[config.mk]
export PLATFORM = sky130hd
export DESIGN_NAME = vga_frame_reader
export DESIGN_NICKNAME = d
export VERILOG_FILES = /design/src/rtl/vga_pkg.sv /design/src/rtl/vga_delay_line.sv /design/src/rtl/vga_frame_reader.sv
export SDC_FILE = /design/constraint.sdc
export NUM_CORES = 1
export LEC_CHECK = 0
export CAP_MARGIN = 25
export CORE_MARGIN = 2
export CORE_UTILIZATION = 49
export DETAILED_ROUTE_END_ITERATION = 10
export MAX_ROUTING_LAYER = met4
export PLACE_DENSITY = 0.76
export SLEW_MARGIN = 20
export SYNTH_ARGS = -nofsm -noshare
export SYNTH_HDL_FRONTEND = slang
export SYNTH_SLANG_ARGS = --single-unit
[constraint.sdc]
create_clock -name pclk -period 5.04 [get_ports pclk]
set_clock_uncertainty 0.15 [all_clocks]
set_input_delay 0.504 -clock pclk [delete_from_list [all_inputs] [get_ports pclk]]
set_output_delay 0.504 -clock pclk [all_outputs]
set_load 0.005 [all_outputs]
[src/rtl/vga_pkg.sv]
// rtl/vga_pkg.sv - shared constants and state type for the VGA frame reader
// Contents: display/image geometry, bus widths, reader FSM state enum.
package vga_pkg;
  localparam int H_ACTIVE = 640;
  localparam int V_ACTIVE = 480;
  localparam int IMG_W    = 320;
  localparam int IMG_H    = 240;
  localparam int ADDR_W   = 17;
  localparam int RGB_W    = 12;

  typedef enum logic {
    WAIT_FRAME = 1'b0,
    ACTIVE     = 1'b1
  } state_t;
endpackage

[src/rtl/vga_delay_line.sv]
// rtl/vga_delay_line.sv - resettable fixed-depth shift register
// Ports: clk, reset (sync, active-high), din[WIDTH], dout[WIDTH] = din delayed DEPTH cycles.
// Every stage loads {WIDTH{RESET_VAL}} on reset.
module vga_delay_line #(
  parameter int   WIDTH     = 1,
  parameter int   DEPTH     = 1,
  parameter logic RESET_VAL = 1'b0
) (
  input  logic             clk,
  input  logic             reset,
  input  logic [WIDTH-1:0] din,
  output logic [WIDTH-1:0] dout
);
  logic [WIDTH-1:0] stage [DEPTH];

  always_ff @(posedge clk) begin
    if (reset) begin
      for (int i = 0; i < DEPTH; i++) stage[i] <= {WIDTH{RESET_VAL}};
    end else begin
      stage[0] <= din;
      for (int i = 1; i < DEPTH; i++) stage[i] <= stage[i-1];
    end
  end

  assign dout = stage[DEPTH-1];
endmodule

[src/rtl/vga_frame_reader.sv]
// rtl/vga_frame_reader.sv - 2x upscaling image reader with per-frame scroll, sync/RGB alignment
// Ports: pclk, reset (sync, active-high); timing in: valid_in, h_cnt, v_cnt, hsync_in, vsync_in;
//        scroll_en; memory: mem_addr out, mem_data in (MEM_LAT cycles later);
//        DAC out: vga_r/g/b, hsync_out, vsync_out (all PIPE = MEM_LAT+2 cycles behind inputs);
//        frame_tick pulses for one cycle on each vsync falling edge.
// Build option: define VGA_BORDER_EN to paint a white 1-pixel border around the active area.
module vga_frame_reader
  import vga_pkg::*;
#(
  parameter int MEM_LAT     = 1,
  parameter int SCROLL_STEP = 1
) (
  input  logic              pclk,
  input  logic              reset,
  input  logic              valid_in,
  input  logic [9:0]        h_cnt,
  input  logic [9:0]        v_cnt,
  input  logic              hsync_in,
  input  logic              vsync_in,
  input  logic              scroll_en,
  output logic [ADDR_W-1:0] mem_addr,
  input  logic [RGB_W-1:0]  mem_data,
  output logic [3:0]        vga_r,
  output logic [3:0]        vga_g,
  output logic [3:0]        vga_b,
  output logic              hsync_out,
  output logic              vsync_out,
  output logic              frame_tick
);
  localparam int         PIPE    = MEM_LAT + 2;
  localparam logic [9:0] IMG_W10 = 10'(IMG_W);

  state_t     state;
  logic [8:0] x_off;
  logic       vsync_prev;
  logic       fe;
  logic [9:0] xs;
  logic [9:0] x;
  logic [8:0] y;
  logic [9:0] off_sum;
  logic [1:0] sync_d;

  assign fe = vsync_prev & ~vsync_in;

  // Both operands are < 320, so a single conditional subtract wraps the column.
  always_comb begin
    xs      = {1'b0, 9'(h_cnt >> 1)} + {1'b0, x_off};
    x       = (xs >= IMG_W10) ? xs - IMG_W10 : xs;
    y       = 9'(v_cnt >> 1);
    off_sum = {1'b0, x_off} + 10'(SCROLL_STEP);
  end

  // y*320 + x as shifts; y <= 239 keeps the result within 17 bits.
  always_ff @(posedge pclk) begin
    if (reset) mem_addr <= '0;
    else       mem_addr <= ({8'd0, y} << 8) + ({8'd0, y} << 6) + {7'd0, x};
  end

  // Frame control: scroll offset only moves on the vsync edge, i.e. inside vertical blanking.
  always_ff @(posedge pclk) begin
    if (reset) begin
      state      <= WAIT_FRAME;
      x_off      <= '0;
      vsync_prev <= 1'b1;
      frame_tick <= 1'b0;
    end else begin
      vsync_prev <= vsync_in;
      frame_tick <= fe;
      if (fe) begin
        if (scroll_en) x_off <= 9'((off_sum >= IMG_W10) ? off_sum - IMG_W10 : off_sum);
        if (state == WAIT_FRAME) state <= ACTIVE;
      end
    end
  end

  vga_delay_line #(.WIDTH(2), .DEPTH(PIPE), .RESET_VAL(1'b1)) u_sync_dly (
    .clk   (pclk),
    .reset (reset),
    .din   ({hsync_in, vsync_in}),
    .dout  (sync_d)
  );
  assign hsync_out = sync_d[1];
  assign vsync_out = sync_d[0];

  // Flags travel PIPE-1 stages so they line up with mem_data at the output register.
`ifdef VGA_BORDER_EN
  localparam int FLAG_W = 2;
  logic [FLAG_W-1:0] flags_in;
  logic [FLAG_W-1:0] flags_d;
  logic              border;
  assign border   = valid_in && (h_cnt == 10'd0 || h_cnt == 10'(H_ACTIVE - 1) ||
                                 v_cnt == 10'd0 || v_cnt == 10'(V_ACTIVE - 1));
  assign flags_in = {border, valid_in};
`else
  localparam int FLAG_W = 1;
  logic [FLAG_W-1:0] flags_in;
  logic [FLAG_W-1:0] flags_d;
  assign flags_in = valid_in;
`endif

  vga_delay_line #(.WIDTH(FLAG_W), .DEPTH(PIPE - 1), .RESET_VAL(1'b0)) u_flag_dly (
    .clk   (pclk),
    .reset (reset),
    .din   (flags_in),
    .dout  (flags_d)
  );

  always_ff @(posedge pclk) begin
    if (reset) begin
      {vga_r, vga_g, vga_b} <= '0;
    end else if (flags_d[0] && state == ACTIVE) begin
`ifdef VGA_BORDER_EN
      {vga_r, vga_g, vga_b} <= flags_d[1] ? 12'hFFF : mem_data;
`else
      {vga_r, vga_g, vga_b} <= mem_data;
`endif
    end else begin
      {vga_r, vga_g, vga_b} <= '0;
    end
  end
endmodule

# Yosys cells after proc, flatten, opt, wreduce, memory -nomap -nowiden
# Memory sizes are Yosys's and may differ from the RTL's.
# Cells that the tools add are included.
[word_totals]
reg_bits = 41
latchBits = 0
mem_bits_rw = 8
rom_bits = 0
inputBits = 38
out_inout_bits = 32
word_cells = 39
n_memories = 2
[classes]
add_sub_neg = 6
mul = 0
div = 0
n_lt_le_gt_ge = 2
eq_ne = 0
n_shift = 0
muxes = 10
bitwise = 8
reduce_logical = 3
[memory_table]
columns = ["memory", "words", "width", "read_ports", "rd_clocked_by_memory_dff", "wr", "line", "text"]
rows = [
  ["u_sync_dly.stage", 3, 2, 3, 0, 3, "vga_delay_line.sv:14", "logic [WIDTH-1:0] stage [DEPTH];"],
  ["u_flag_dly.stage", 2, 1, 2, 0, 2, "vga_delay_line.sv:14", ""],
]
[ops]
columns = ["cell", "count"]
rows = [
  [">= comparator 10 x 9 -> 1 bit, second input constant", 2],
  ["adder 17 x 10 -> 17 bit", 1],
  ["adder 17 x 15 -> 17 bit", 1],
  ["adder 9 x 1 -> 10 bit, second input constant", 1],
  ["adder 9 x 9 -> 10 bit", 1],
  ["two-way mux 10 bit", 1],
  ["subtractor 10 x 9 -> 10 bit, second input constant", 1],
  ["two-way mux 9 bit", 1],
  ["subtractor 9 bit, second input constant", 1],
  ["two-way mux 2 bit", 3],
  ["two-way mux 1 bit", 5],
  ["OR 1 bit", 5],
  ["NOT 1 bit", 2],
  ["AND reduction 2 bit", 1],
  ["OR reduction 2 bit", 1],
  ["bitwise AND 1 bit", 1],
  ["logical AND 1 bit", 1],
]

# Depth between registers and ports, before layout
[depth]
ltp_word = 4
ltp_mapped = 22
ltp_nobuf = 21

# Cells and area by module
# A second synthesis with hierarchy kept.
[hier_totals]
hier_cells = 285
hier_area_um2 = 2646.3
[by_module_without_submodules]
columns = ["mod", "instances", "cells_each", "area_each_um2", "seq_area_each_um2"]
rows = [
  ["vga_frame_reader", 1, 267, 2421.1, 820.8],
  ["vga_delay_line at u_sync_dly", 1, 14, 172.7, 120.1],
  ["vga_delay_line at u_flag_dly", 1, 4, 52.6, 40.0],
]

# Worst setup path after synthesis
# No wires, ideal clock.
[synth_timing]
path_kind = "input-to-reg"
startpoint = "in h_cnt[1]"
endpoint = "reg mem_addr[16]"
t_arrival_ns = 4.256
required_ns = 4.762
path_slack_ns = 0.507
cell_stages = 21
cell_sequence = "ha_1 -> inv_1 -> fa_1 -> nand2b_1 -> a21oi_1 -> a211oi_1 -> xnor2_1 -> buf_2 -> nor2_1 -> mux2_2 -> o21ai_0 -> fa_1 -> inv_1 -> ha_1 -> a21o_1 -> a21oi_1 -> o21ai_0 -> a2111oi_0 -> nor2_1 -> xnor2_1 -> nor2_1"
[synth_via]
elab_chain_cells = 4
elab_cells_between_ends = 5
classes_between = "3 x add/sub; 1 x order compare; 1 x mux"
[synth_lines]
columns = ["element", "line", "text"]
rows = [
  ["start: declaration", "vga_frame_reader.sv:16", "input logic [9:0] h_cnt,"],
  ["adder 9 x 9 -> 10 bit (*)", "vga_frame_reader.sv:47", "xs = {1'b0, 9'(h_cnt >> 1)} + {1'b0, x_off};"],
  ["subtractor 10 x 9 -> 10 bit or >= comparator 10 x 9 -> 1 bit (tied branches)", "vga_frame_reader.sv:48", "x = (xs >= IMG_W10) ? xs - IMG_W10 : xs;"],
  ["two-way mux 10 bit (*)", "vga_frame_reader.sv:48", ""],
  ["adder 17 x 10 -> 17 bit (*)", "vga_frame_reader.sv:56", "else mem_addr <= ({8'd0, y} << 8) + ({8'd0, y} << 6) + {7'd0, x};"],
  ["end signal: assignment", "vga_frame_reader.sv:56", ""],
  ["end: declaration", "vga_frame_reader.sv:21", "output logic [ADDR_W-1:0] mem_addr,"],
]
# Mark *: on every way between the ends. The rest lies on a longest branch, timed or not.
# A chain may end at the register's enable or synchronous reset.

# Worst setup path after layout
# Ends and elaborated chain as after synthesis.

==> results.json <==
{
  "outcome": "complete, no violations",
  "min_path_cells": 1,
  "area_delta_synth_final_pct": 39.7,
  "dp_hpwl_mm": 4.47,
  "grt_pass1_vias": 2348,
  "dpl_cell_area_sq_um": 3600,
  "clk_pin_slew_worst_paths_ns": 0.09,
  "powerDensity_nw_per_um2": 227,
  "worst_pin_slew_ns": 0.738,
  "syn_inst": 301,
  "cts_tree": "done",
  "synth_seq_cells": 48,
  "synth_area_sq_um": 2700,
  "hold_buffers": 0,
  "setup_viol": 0,
  "io_pins": 70,
  "worstSetupEndpointType": "register",
  "startpoint": "h_cnt[1]",
  "worstSetupStartpointType": "input pin",
  "coreArea_sq_um": 5410,
  "fin_crit_ns": 4.85,
  "path_max_fanout": 7,
  "finalHoldViolations": 0,
  "ant_nets": 0,
  "drt_wl_total_mm": 5.86,
  "crit_type": "input pin to register",
  "start_util": 0.500,
  "h-tree-depth": 2,
  "drt_iter0_drc": 111,
  "die_y_um": 78.3,
  "syn_nets": 372,
  "avgViaCountPerCell": 5.14,
  "clock-root-buffer": "clkbuf_8",
  "p_leak_uw": 0.00162,
  "cts_made_buffers": 5,
  "yosysSeqAreaShare": 0.355,
  "min-delay-path-class": "register to register",
  "worst_skew_pair.late_latency_ns": 0.30,
  "period_share": 0.963,
  "rsz0062_at_grt": "false",
  "holdWs_ns": 0.262,
  "r2r-start": "x_off[0]",
  "finalNetCount": 463,
  "cap_violations": 0,
  "vdd_drop_max_v": 0.000121,
  "die_w_um": 78.3,
  "rr_worst_depth": 20,
  "multi_input_area_sq_um": 1700,
  "final_layout_size_suffix_gt1_frac": 0.148,
  "clk_path_buf_depth": 2,
  "n_antenna_cell": 0,
  "drc": 0,
  "grt_use_total": 0.211,
  "hold_start": "u_sync_dly.stage[0][3]",
  "synth_edf_count": 0,
  "firstDrtPassIters": 4,
  "antenna_found_initial": 0,
  "dieArea_sq_um": 6130,
  "slew_violations": 0,
  "fin_area_sq_um": 3780,
  "grt_pass1_wl_mm": 10.1,
  "vias": 2390,
  "fmax_mhz": 206,
  "maxSlewHeadroom": 0.507,
  "grt_overflow_total": 0,
  "routabilityCongestion": 0.826,
  "nFillCells": 449,
  "wl_per_cell_um": 12.6,
  "synthFlopType": "dfxtp_1",
  "finalSetupTns_ns": 0,
  "arrival_ns": 4.89,
  "asyncSetResetFlopFracSynth": 0,
  "regArea_sq_um": 961,
  "cts_sinks": 48,
  "required_ns": 5.07,
  "grt_max_degree": 35,
  "rows": 27,
  "synth_cell_type_count": 50,
  "syn_avg_cell_area_sq_um": 8.98,
  "synth_warnings": 0,
  "port-buffer-count": 67
}
## synth_stat cells (2+ instances only)
cell type  number  area [sq um]
a21o_1          5          37.5
o21ai_0        13          65.1
clkbuf_1        6          22.5
nor2_1         31           116
xnor2_1        12           105
or2_2           6          37.5
a2111oi_0       2          17.5
o21a_1          5          37.5
a31oi_1         3          18.8
nand4_1         3          18.8
and3_1          3          18.8
nor2b_1         8          50.1
nor3_1         12          60.1
buf_2           2          10.0
nand2b_1        2          12.5
and2_1         16           100
or4_1           2          15.0
ha_1           29           363
o31ai_1         4          30.0
fa_1            4          80.1
xor2_1         10          87.6
mux2_2          2          22.5
dfxtp_1        48           961
a211oi_1        2          15.0
nand2_1        15          56.3
a21oi_1        14          70.1
nand3_1         3          15.0
inv_1          17          63.8
## cells by family after synthesis
group                      Yosys count  share of synthesized area
DFF                                 48                      0.355
xor gates and xnor gates            22                     0.0713
and+or+nand+nor                    107                      0.203
AOI/OAI and AO/OA                   62                      0.156
buffers and inverters               26                     0.0384
adders and majority gates           33                      0.164
muxes                                3                     0.0120
## worst paths after layout
path,end,slack [ns]
worst min-delay path,u_sync_dly.stage[0][5],0.26
worst min register to register,u_sync_dly.stage[0][5],0.26
worst max register to register,mem_addr[16],0.53
worst max-delay path,mem_addr[16],0.19
## layout make-up
class,count,area share
well taps,72,0.0238
multi-input cells,227,0.450
clock inverters,2,0.00397
repair buffers,93,0.229
clock buffers,6,0.0219
inverters,17,0.0169
flip-flops and latches,48,0.254
## where the power goes
| part | internal [uW] | total [uW] | switching [uW] |
|---|---|---|---|
| Sequential | 403 | 410 | 7.11 |
| Combinational | 123 | 210 | 87.3 |
| Clock | 111 | 239 | 128 |
## metal layers
layer | global-route usage | vias up | routed length, um
li1 | - | 1225 | -
met1 | 0.231 | 1102 | 2500
met2 | 0.376 | 59 | 3050
met3 | 0.0448 | 4 | 237
met4 | 0.0772 | 0 | 74
met5 | - | - | 0
## state kept, by name, summed over array words and instances, names as in the netlist
register          flops
mem_addr             17
x_off                 9
u_sync_dly.stage      6
vga_b                 4
vga_g                 4
vga_r                 4
u_flag_dly.stage      2
frame_tick            1
state                 1
## critical path, cell delays in order
cell             delay, ns
clkdlybuf4s50_1       0.48
ha_2                  0.18
inv_1                 0.05
fa_2                  0.34
nand2b_4              0.16
a21oi_4               0.15
a211oi_2              0.07
xnor2_2               0.21
or4_1                 0.55
nand4_1               0.13
o21ai_2               0.08
fa_1                  0.55
inv_1                 0.06
ha_1                  0.29
a21o_1                0.18
a21oi_2               0.17
o21ai_2               0.09
a2111oi_2             0.34
nor2_1                0.08
xnor2_1               0.15
nor2_1                0.05
## cell usage in the layout (no fill, tap or decap), drive strengths merged, types with 2 or more instances in the layout
master,n
a2111oi,2
a211oi,2
a21o,5
a21oi,14
a31oi,4
and2,17
and3,4
buf,26
clkbuf,6
clkdlybuf4s50,67
clkinvlp,2
dfxtp,48
fa,4
ha,29
inv,17
mux2,2
nand2,15
nand2b,2
nand3,3
nand3b,2
nand4,3
nor2,31
nor2b,8
nor3,12
o21a,5
o21ai,13
o31ai,4
or2,6
or4,2
xnor2,12
xor2,10
## stage by stage
step / setup WS, ns / std cells / utilization / power (uW)
3_3_place_gp: -0.434 / 454 / 0.666 / 613
4_1_cts: 0.0166 / 462 / 0.686 / 862
5_1_grt: 0.0157 / 465 / 0.699 / 911
3_5_place_dp: -0.450 / 454 / 0.666 / 618
6_report: 0.188 / 465 / 0.699 / 859
2_1_floorplan: 0.507 / 301 / - / 516
## repair_timing
| item | in CTS | in global routing |
|---|---|---|
| setup buffers | 0 | 3 |
| resized for setup | 4 | 15 |
| pin swaps | 2 | 9 |
| setup endpoints to repair | 3 | 5 |
Power figures use the tool's default switching activity.
